<file path="src/rtl/add_sub_accum_ctrl.sv">
// add_sub_accum_ctrl: burst accumulate controller wrapped around an external
// combinational signed add/sub unit.
//
// Accepts len_i signed operands over a valid/ready stream. Each operand is
// steered into the adder together with the running accumulator. The adder
// result is registered back as the new accumulator. After the last operand,
// the final sum and a sticky signed-overflow flag are offered on a
// valid/ready result port.
//
// Optional feature: define ACC_SAT_EN to saturate the accumulator on a beat
// that overflows. When it is undefined, the accumulator wraps modulo 2^W.
//
// Ports:
//   clk_i, rst_n_i          clock, asynchronous active-low reset
//   start_i, len_i          begin a burst of len_i operands (sampled in IDLE)
//   op_valid_i/op_ready_o   operand stream handshake
//   op_data_i, op_sub_i     signed operand, 1 = subtract
//   add_a_o/add_b_o/
//   add_sub_nadd_o          drive the external adder
//   add_out_i, add_carry_i  adder result (carry unused)
//   res_valid_o/res_ready_i result handshake
//   res_data_o, res_ovf_o   final accumulator, sticky overflow
//   busy_o                  burst in progress (RUN or HOLD)
module add_sub_accum_ctrl #(
  parameter int unsigned DATA_IN_W = 16,
  parameter int unsigned CNT_W     = 8
) (
  input  logic                 clk_i,
  input  logic                 rst_n_i,
  input  logic                 start_i,
  input  logic [CNT_W-1:0]     len_i,
  input  logic                 op_valid_i,
  output logic                 op_ready_o,
  input  logic [DATA_IN_W-1:0] op_data_i,
  input  logic                 op_sub_i,
  output logic [DATA_IN_W-1:0] add_a_o,
  output logic [DATA_IN_W-1:0] add_b_o,
  output logic                 add_sub_nadd_o,
  input  logic [DATA_IN_W-1:0] add_out_i,
  input  logic                 add_carry_i,
  output logic                 res_valid_o,
  input  logic                 res_ready_i,
  output logic [DATA_IN_W-1:0] res_data_o,
  output logic                 res_ovf_o,
  output logic                 busy_o
);

  localparam int unsigned MSB = DATA_IN_W - 1;

  typedef enum logic [1:0] {
    IDLE = 2'd0,
    RUN  = 2'd1,
    HOLD = 2'd2
  } state_t;

  state_t               state_q, state_d;
  logic [DATA_IN_W-1:0] acc_q, acc_d;
  logic [CNT_W-1:0]     cnt_q, cnt_d;
  logic                 ovf_q, ovf_d;

  logic beat;
  logic beat_ovf;
  logic sign_a, sign_b, sign_r;

  // Carry out is meaningless for two's-complement overflow detection.
  logic carry_unused;
  assign carry_unused = add_carry_i;

  // Adder drive: accumulator and operand go straight to the external unit.
  assign add_a_o        = acc_q;
  assign add_b_o        = op_data_i;
  assign add_sub_nadd_o = op_sub_i;

  // Outputs decoded from registered state only.
  assign op_ready_o  = (state_q == RUN);
  assign res_valid_o = (state_q == HOLD);
  assign busy_o      = (state_q != IDLE);
  assign res_data_o  = acc_q;
  assign res_ovf_o   = ovf_q;

  // Per-beat signed overflow from operand and result sign bits.
  assign sign_a   = acc_q[MSB];
  assign sign_b   = op_data_i[MSB];
  assign sign_r   = add_out_i[MSB];
  assign beat     = (state_q == RUN) && op_valid_i;
  assign beat_ovf = (op_sub_i ? (sign_a != sign_b) : (sign_a == sign_b))
                    && (sign_r != sign_a);

`ifdef ACC_SAT_EN
  // Clamp toward the sign of the pre-beat accumulator.
  logic [DATA_IN_W-1:0] sat_val;
  assign sat_val = sign_a ? {1'b1, {(DATA_IN_W-1){1'b0}}}
                          : {1'b0, {(DATA_IN_W-1){1'b1}}};
`endif

  // State and datapath registers.
  always_ff @(posedge clk_i or negedge rst_n_i) begin
    if (!rst_n_i) begin
      state_q <= IDLE;
      acc_q   <= '0;
      cnt_q   <= '0;
      ovf_q   <= 1'b0;
    end else begin
      state_q <= state_d;
      acc_q   <= acc_d;
      cnt_q   <= cnt_d;
      ovf_q   <= ovf_d;
    end
  end

  // Next-state and datapath update.
  always_comb begin
    state_d = state_q;
    acc_d   = acc_q;
    cnt_d   = cnt_q;
    ovf_d   = ovf_q;
    case (state_q)
      IDLE: begin
        if (start_i) begin
          acc_d = '0;
          ovf_d = 1'b0;
          cnt_d = len_i;
          state_d = (len_i == '0) ? HOLD : RUN;
        end
      end
      RUN: begin
        if (beat) begin
`ifdef ACC_SAT_EN
          acc_d = beat_ovf ? sat_val : add_out_i;
`else
          acc_d = add_out_i;
`endif
          ovf_d = ovf_q | beat_ovf;
          cnt_d = cnt_q - CNT_W'(1);
          if (cnt_q == CNT_W'(1)) begin
            state_d = HOLD;
          end
        end
      end
      HOLD: begin
        if (res_ready_i) begin
          state_d = IDLE;
        end
      end
      default: begin
        state_d = IDLE;
      end
    endcase
  end

endmodule
</file>
<file path="config.mk">
export PLATFORM = sky130hd
export DESIGN_NAME = add_sub_accum_ctrl
export DESIGN_NICKNAME = d
export VERILOG_FILES = /design/src/rtl/add_sub_accum_ctrl.sv
export SDC_FILE = /design/constraint.sdc
export NUM_CORES = 1
export LEC_CHECK = 0
export BUFFER_PORTS_ARGS = -buffer_cell sky130_fd_sc_hd__buf_2
export CAP_MARGIN = 15
export CORE_MARGIN = 1
export CORE_UTILIZATION = 32
export CTS_CLUSTER_DIAMETER = 200
export DETAILED_ROUTE_END_ITERATION = 7
export PLACE_DENSITY_LB_ADDON = 0.3
export RECOVER_POWER = 25
export SYNTH_ARGS = -nofsm -noshare
export SYNTH_HDL_FRONTEND = slang
export SYNTH_SLANG_ARGS = --single-unit
</file>
<file path="constraint.sdc">
create_clock -name clk_i -period 1.8 [get_ports clk_i]
set_clock_uncertainty 0.05 [all_clocks]
set_input_delay 0 -clock clk_i [delete_from_list [all_inputs] [get_ports clk_i]]
set_output_delay 0 -clock clk_i [all_outputs]
set_load 0.05 [all_outputs]
</file>
======== After elaboration in Yosys (flattened, before gate mapping) ========
Index checks and enable logic that the tools add are counted.
storage, ports and cells
  bits in registers ....................... 27
  bits of input ports ..................... 47
  output and inout bits ................... 53
  logic and storage cells ................. 40
operators by class
  add/sub/neg operators ................... 1
  equality and inequality tests ........... 10
  muxes and demuxes ....................... 16
  bitwise gates (word level) .............. 1
  reductions and logical operators ........ 8
operators by type and width
  kind                   number
  $mux W16               2
  $pmux W16 S2           1
  $mux W8                2
  $pmux W8 S2            1
  $mux W2                5
  $eq A8 B1 Y1 const B   1
  $logic_not A8 Y1       1
  $sub A8 B1 Y8 const B  1
  $ne A2 B1 Y1 const B   3
  $pmux W2 S3            1
  $reduce_and A4 Y1      1
  $reduce_bool A2 Y1     2
  $mux W1                3
  $reduce_and A3 Y1      1
  $eq A2 B1 Y1 const B   1
  $eq A2 B2 Y1 const B   1
  $logic_and A1 B1 Y1    2
  $logic_not A2 Y1       1
  $ne A1 B1 Y1           2
  $ne A2 B2 Y1 const B   1
  $pmux W1 S2            1
  $eq A1 B1 Y1           1
  $or A1 B1 Y1           1

======== Logic depth before layout (Yosys ltp) ========
Gate-level depths: netlist of run 1.
  depth in word-level cells ............... 6
  depth in mapped cells ................... 5
  mapped depth without buffers ............ 5

======== Worst setup path before layout of run 1 ========
Ideal clock, no wire load.
  path kind ............................... register -> register
  start ................................... reg state_q[0]
  end ..................................... reg state_q[1]
  setup time .............................. 0.120 ns
  arrival time ............................ 1.437 ns
  required time ........................... 1.630 ns
  setup slack ............................. 0.193 ns
  cell stages (with the launch flop) ...... 5
  buffers on the path ..................... 1
  clock period less this slack ............ 1.607 ns
  path through ............................ dfrtp_1 -> nor2b_1 -> clkbuf_1 -> o21ai_1 -> o211a_1
on the way
  cells in the longest elaborated chain, start to end .. 4
  elaborated cells between the ends (all ways) .. 10
  classes of those cells .................. eq/ne: 6; mux: 1; reduce/logical: 3
RTL lines
  element                      RTL line  source
  start, declared              56        state_t state_q, state_d;
  start signal, assigned       104       state_q <= state_d;
  $eq A2 B1 Y1 (*)             n/a
  via op_ready_o               33        output logic op_ready_o,
  $logic_and A1 B1 Y1          85        assign beat = (state_q == RUN) && op_valid_i;
  $ne A2 B1 Y1 (no line)       n/a
  $reduce_and A4 Y1 (no line)  n/a
The timed path passes the listed nets; every way through them passes the cells marked *.
A chain may end at the register's enable or synchronous reset.

======== Worst setup path after layout of run 1 ========
  start ................................... reg cnt_q[0]
  end ..................................... reg cnt_q[4]
on the way
  cells in the longest elaborated chain, start to end .. 3
RTL lines
  element                 RTL line  source
  start, declared         58        logic [CNT_W-1:0] cnt_q, cnt_d;
  start signal, assigned  106       cnt_q <= cnt_d;
  $sub A8 B1 Y8           134       cnt_d = cnt_q - CNT_W'(1);
  $mux W8                 127       if (beat) begin
  $pmux W8 S2             117       case (state_q)
No other way between the ends. The select of a mux whose other input is x is not followed.

==> impl_metrics.yaml, run 1 <==
run_status:
  outcome: "completed"
timing:
  finalSetupTns_ns: 0
  grt_setup_unrepaired: "no"
  tightest_slew_ns: 0.689
  slew_viol_final: 0
  slew_headroom_pct: 54.0
  hold_violations: 0
  fin_crit_ns: 1.65
  post-route-period-util_pct: 91.7
  fmax_ghz: 0.606
  setup_viol: 0
detailed_routing:
  vias: 1454
  drc: 0
  drt_wl_total_mm: 4.14
  postRouteAntennaNets: 0
  drtPass1Iterations: 4
  vias_per_cell: 4.98
  post_drt_wl_per_cell_um: 14.2
  drt_iter0_markers: 30
logic_synthesis:
  yosysUniqueCellTypes: 42
  synth-main-ff-cell: "dfrtp_1"
  avgSynthCellArea_um2: 10.6
  synthCells: 153
  synth_top_cell_area_share_pct: 41.7
  synth_top_cell_by_area: "dfrtp_1"
  synth_area_um2: 1620
  ys_seq_area_share_pct: 41.7
  synth_edf_count: 0
  yosys_register_bits: 27
  async_flop_share_pct: 100
  synth.area.top_cells: "dfrtp_1 42%, buf_4 15%, a22o_1 9.2%"
  yosys_warnings: 0
  synth_nets: 202
floorplan:
  chipWidth_um: 73.1
  coreArea_um2: 4790
  die_area_um2: 5350
  die_y_um: 73.1
  start_util_pct: 33.8
  io_pins: 100
  placement_rows: 25
finish:
  drive_gt1_share_pct: 34.2
  instances_no_fill: 292
  antenna_cells: 0
  final_cell_mix: "65 x buf_2, 35 x dlygate4sd3_1, 27 x dfrtp_1"
  finalNetCount: 275
  final_common_cell: "buf_2"
  area_delta_synth_final_pct: 34.7
setup_path:
  worstPathRequired_ns: 1.91
  cp_max_fo: 6
  crit_path_start_kind: "flip-flop"
  critPathKind: "reg2reg"
  end_kind: "flip-flop"
  cp.arrival_ns: 1.76
power_and_ir_drop:
  ir_drop_mv: 0.764
  p_per_area_nw_per_um2: 1920
  p_leak_nw: 1.08
clocking:
  cts_resized: 0
  cts_buffer_depth: 2
  cts_root_buffer: "clkbuf_8"
  cts_buffers: 3
  clk_latency_ns: 0.26
  cts_tree: "yes"
  clock_sinks: 27
  h-tree-depth: 1
  post_cts.repair.setup_buffers: 0
  clk_pin_slew_ns: 0.09
placed_design:
  dp_hpwl_mm: 2.67
  gp_congestion: 0.784
  portBuffers: 68
  placed_cells: 253
global_route:
  grt_start_max_net_pins: 28
  grtUsageTotal_pct: 15.6
  first_global_vias: 1451
  grt_pass1_wl_mm: 6.56
  overflow: 0
  antenna_found_initial: 0
job:
  timing.max_cap.violations: 0
hold_path:
  hp-class: "in2reg"
[cells by family after synthesis]
family,count (synthesis),synth area share (%)
buffers and inverters,46,19.5
AO/OA/AOI/OAI,39,19.3
AND/OR/NAND/NOR,33,14.1
flip-flops,27,41.7
multiplexers,5,3.32
adder cells (fa/ha/maj),2,1.55
XOR/XNOR,1,0.541
[cell usage after synthesis, drive strengths merged (3+ instances only)]
cell    count
a22o       17
nor2b       4
dfrtp      27
mux2i       5
buf        38
o21ai       6
inv         6
nand2       3
nor3        3
a211oi      4
[sequential cells by signal (all words and copies together) (netlist names)]
signal     flops
add_a_o       16
cnt_q          8
state_q        2
res_ovf_o      1
[worst max-delay path, cell delays in order (launching register included)]
cell     delay [ns]
dfrtp_1        0.43
inv_1          0.09
ha_1           0.19
or3b_1         0.39
o22a_1         0.20
o22a_1         0.19
[where the power goes]
part | total [W] | switching [W] | leakage, nW | internal (W)
clock network | 0.000342 | 0.000184 | 0.0228 | 0.000158
registers | 0.00117 | 0.000290 | 0.343 | 0.000876
logic | 0.00268 | 0.00189 | 0.717 | 0.000785
total | 0.00419 | 0.00237 | 1.08 | 0.00182
[metrics by stage]
stage / worst slack (ns) / power [W] / hold WS [ns] / utilization, % / cell area (um^2)
after floorplan: 0.193 / 0.00341 / -0.346 / - / 1620
after global placement: 0.202 / 0.00372 / -0.0496 / 37.4 / 1790
after detailed placement: 0.169 / 0.00373 / -0.0496 / 37.4 / 1790
after CTS: 0.143 / 0.00421 / 0.00676 / 45.6 / 2180
after global routing: 0.0544 / 0.00446 / 0.0300 / 45.6 / 2180
final: 0.149 / 0.00419 / 0.0127 / 45.6 / 2180
[layout make-up]
cell class,instances,area [um^2]
Fill cell,454,2610
Clock buffer,4,45.0
Multi-Input combinational cell,80,628
Sequential cell,27,676
Tap cell,67,83.8
Inverter,6,22.5
Timing Repair Buffer,108,726
[path summary, 6_finish.rpt]
kind	start	endpoint	slack [ns]	cells past startpoint
setup / recovery	cnt_q[0]$_DFFE_PN0P_	cnt_q[4]$_DFFE_PN0P_	0.15	5
hold / removal	len_i[6]	cnt_q[6]$_DFFE_PN0P_	0.01	3
setup reg to reg	cnt_q[0]$_DFFE_PN0P_	cnt_q[4]$_DFFE_PN0P_	0.15	5
hold reg to reg	res_ovf_o$_DFFE_PN0P_	res_ovf_o$_DFFE_PN0P_	0.46	1
max in group asynchronous	rst_n_i	cnt_q[6]$_DFFE_PN0P_	1.02	2
min in group asynchronous	rst_n_i	add_a_o[2]$_DFFE_PN0P_	0.25	2
[layer usage]
layer  vias up  routed length [um]  track usage, %
li1        675                   -               -
met3         2                 249            1.93
met5         -                   0               0
met4         0                   8            2.61
met2        74                1990            28.9
met1       703                1900            19.6
[what timing repair did]
action                                  4_1_cts  5_1_grt
hold buffers                                 35        0
endpoints found under the setup margin        0        0
endpoints found under the hold margin        61        0
(Power assumes the default switching activity.)
==> run 2: changes to the inputs <==
Settings changed: ABC_AREA set to 1.
==> run 2 against run 1 <==
Register-to-register slack better by 0.20 ns. Synthesized cell count is 55% higher. First-iteration DRC count grew to 3.1 times the previous value. Power is 14% higher. Sequential power hardly changed. Worst hold slack worse by 0.0037 ns. Count of clock-buffer cells in the layout stayed put. Fmax is 4.9% higher. Critical path depth is 1 lower. Non-clock buffer count is 4 lower. Critical path type is now reg2out. Largest power group unchanged. Highest routed layer unchanged.
==> impl_metrics.yaml, run 2 <==
clocking:
  cts_root_buffer: "clkbuf_8"
  cts_buffers: 3
  clk_pin_slew_ns: 0.09
  cts_buffer_depth: 2
  h-tree-depth: 1
  post_cts.repair.setup_buffers: 0
  clk_latency_ns: 0.27
  clock_sinks: 27
  cts_tree: "yes"
global_route:
  antenna_found_initial: 0
  grt_start_max_net_pins: 28
  grt_pass1_wl_mm: 7.24
  first_global_vias: 1539
  grtUsageTotal_pct: 15.2
  overflow: 0
logic_synthesis:
  synthAdderAreaFrac_pct: 1.42
  yosys_warnings: 0
  ys_seq_area_share_pct: 38.4
  synth_compound_area_share_pct: 5.12
  synth.area.top_cells: "dfrtp_1 38%, nand2_1 16%, buf_4 14%"
  synth-main-ff-cell: "dfrtp_1"
  yosysUniqueCellTypes: 24
  synth_top_cell_area_share_pct: 38.4
  avgSynthCellArea_um2: 7.42
  synthCells: 237
  async_flop_share_pct: 100
  synth_xor_area_share_pct: 1.49
  synth.most_common_cell: "nand2_1"
  synth_top_cell_by_area: "dfrtp_1"
  synth_edf_count: 0
  yosys_register_bits: 27
  synth_top_family_by_area: "simple AND/OR/NAND/NOR gates"
  synth_nets: 286
  post_synth_mux_area_share_pct: 0
  synth_simple_gate_area_share_pct: 32.1
  synth_area_um2: 1760
  synthTopCellsByCount: "74 x nand2_1, 33 x buf_4, 28 x nand3_1"
floorplan:
  chipWidth_um: 76.1
  coreArea_um2: 5200
  die_area_um2: 5800
  die_y_um: 76.1
  io_pins: 100
  start_util_pct: 33.8
  placement_rows: 26
setup_path:
  cp_max_fo: 13
  critPathKind: "reg2out"
  end_kind: "output pin"
  r2r_end: "cnt_q[4]$_DFFE_PN0P_"
  worstPathRequired_ns: 1.75
  cp_cell_sequence: "inv_4, nor2_8, buf_4, buf_2"
  crit_path_start_kind: "flip-flop"
  cp.arrival_ns: 1.52
  slowest_stage: "dfrtp_1"
  reg2reg_slack_ns: 0.35
  rr_startpoint: "state_q[0]$_DFFE_PN0P_"
  critical-path-max-stage-delay_ns: 0.54
  r2r_cells: 7
finish:
  drive_gt1_share_pct: 26.2
  instances_no_fill: 375
  area_delta_synth_final_pct: 29.9
  antenna_cells: 0
  final_cell_mix: "74 x nand2_1, 65 x buf_2, 34 x dlygate4sd3_1"
  final_common_cell: "nand2_1"
  largest_reg_flops: 16
  utilization_pct: 43.9
  nFillCells: 528
  finalNetCount: 355
timing:
  worst_hold_slack_ns: 0.00907
  slew_viol_final: 0
  tightest_slew_ns: 0.696
  fin_crit_ns: 1.57
  finalSetupTns_ns: 0
  setup_viol: 0
  fmax_ghz: 0.635
  finalWorstSetupSlack_ns: 0.226
  slew_headroom_pct: 53.6
  post-route-period-util_pct: 87.4
  hold_violations: 0
  grt_setup_unrepaired: "no"
detailed_routing:
  drc: 0
  vias_per_cell: 4.48
  top_layer: "met4"
  drtPass1Iterations: 4
  met3_length_um: 227
  drt_wl_total_mm: 4.17
  postRouteAntennaNets: 0
  drt_iter0_markers: 93
  post_drt_wl_per_cell_um: 11.1
  vias: 1679
  route.met2.wl_mm: 1.96
  drt-met1-wl_mm: 1.95
placed_design:
  gp_congestion: 0.838
  dpl_worst_slack_ns: 0.359
  dp_hpwl_mm: 2.73
  portBuffers: 68
  placed_cells: 337
hold_path:
  min_path_cells: 5
  hp-class: "in2reg"
  min_from: "len_i[4]"
  whs_endpoint: "cnt_q[4]$_DFFE_PN0P_"
power_and_ir_drop:
  p_per_area_nw_per_um2: 2080
  ir_drop_mv: 0.951
  p_leak_nw: 1.27
run_status:
  outcome: "completed"
job:
  timing.max_cap.violations: 0
[run 2: cell count changes in the layout (fill, tap and decap cells not counted), sizes merged, moves of 3 or more]
cell    before  now
a21oi        0    5
inv          6   19
a22o        17    0
buf         70   67
nand3        0   28
mux2i        5    0
a211oi       4    0
nand2        3   77
nor2b        4    0
nor2         1   24
[run 2: layout make-up]
cell class / count / area, um^2 / area share [%]
Timing Repair Buffer: 104 / 693 / 30.3
Inverter: 19 / 76.3 / 3.34
Sequential cell: 27 / 676 / 29.6
Clock buffer: 4 / 45.0 / 1.97
Tap cell: 70 / 87.6 / 3.83
Multi-Input combinational cell: 151 / 707 / 30.9
[run 2: logic make-up after synthesis]
| family | after synthesis |
|---|---|
| compound gates | 16 |
| fa+ha+maj | 2 |
| buf+inv | 59 |
| xor+xnor | 3 |
| flops | 27 |
| simple gates | 130 |
[run 2: critical path: cells and delay by family, from the launching register on]
family,cells,cell delay [ns]
flops,1,0.54
buf+inv,3,0.58
simple gates,1,0.12
[run 2: power by group]
group | switching [W] | internal (W)
Sequential | 0.000272 | 0.000909
Combinational | 0.00247 | 0.000757
Clock | 0.000188 | 0.000159
[run 2: metal layers]
layer,track usage [%],up-vias
met5,0,-
met4,3.85,0
met3,1.92,6
met2,26.8,75
met1,19.7,751
li1,-,847
[run 2: timing repair]
item | 4_1_cts | 5_1_grt
endpoints found under the hold margin | 60 | 0
gates resized for setup | 0 | 0
endpoints found under the setup margin | 0 | 0
hold buffers | 34 | 0
[run 2: worst max path at each step]
stage                           startpoint                      to  slack [ns]  cells past startpoint
floorplan           state_q[1]$_DFFE_PN0P_  state_q[0]$_DFFE_PN0P_        0.09                      5
global placement    state_q[0]$_DFFE_PN0P_    cnt_q[4]$_DFFE_PN0P_        0.37                      8
detailed placement  state_q[0]$_DFFE_PN0P_    cnt_q[4]$_DFFE_PN0P_        0.36                      7
CTS                 state_q[0]$_DFFE_PN0P_              op_ready_o        0.21                      4
global route        state_q[0]$_DFFE_PN0P_              op_ready_o        0.13                      4
finish              state_q[0]$_DFFE_PN0P_              op_ready_o        0.23                      4
[run 2: through the flow]
| stage | power, W | cell area, um^2 |
|---|---|---|
| after detailed placement | 0.00429 | 1900 |
| final | 0.00476 | 2280 |
| after global placement | 0.00427 | 1900 |
| after CTS | 0.00479 | 2290 |
| after global routing | 0.00510 | 2280 |
| after floorplan | 0.00399 | 1760 |
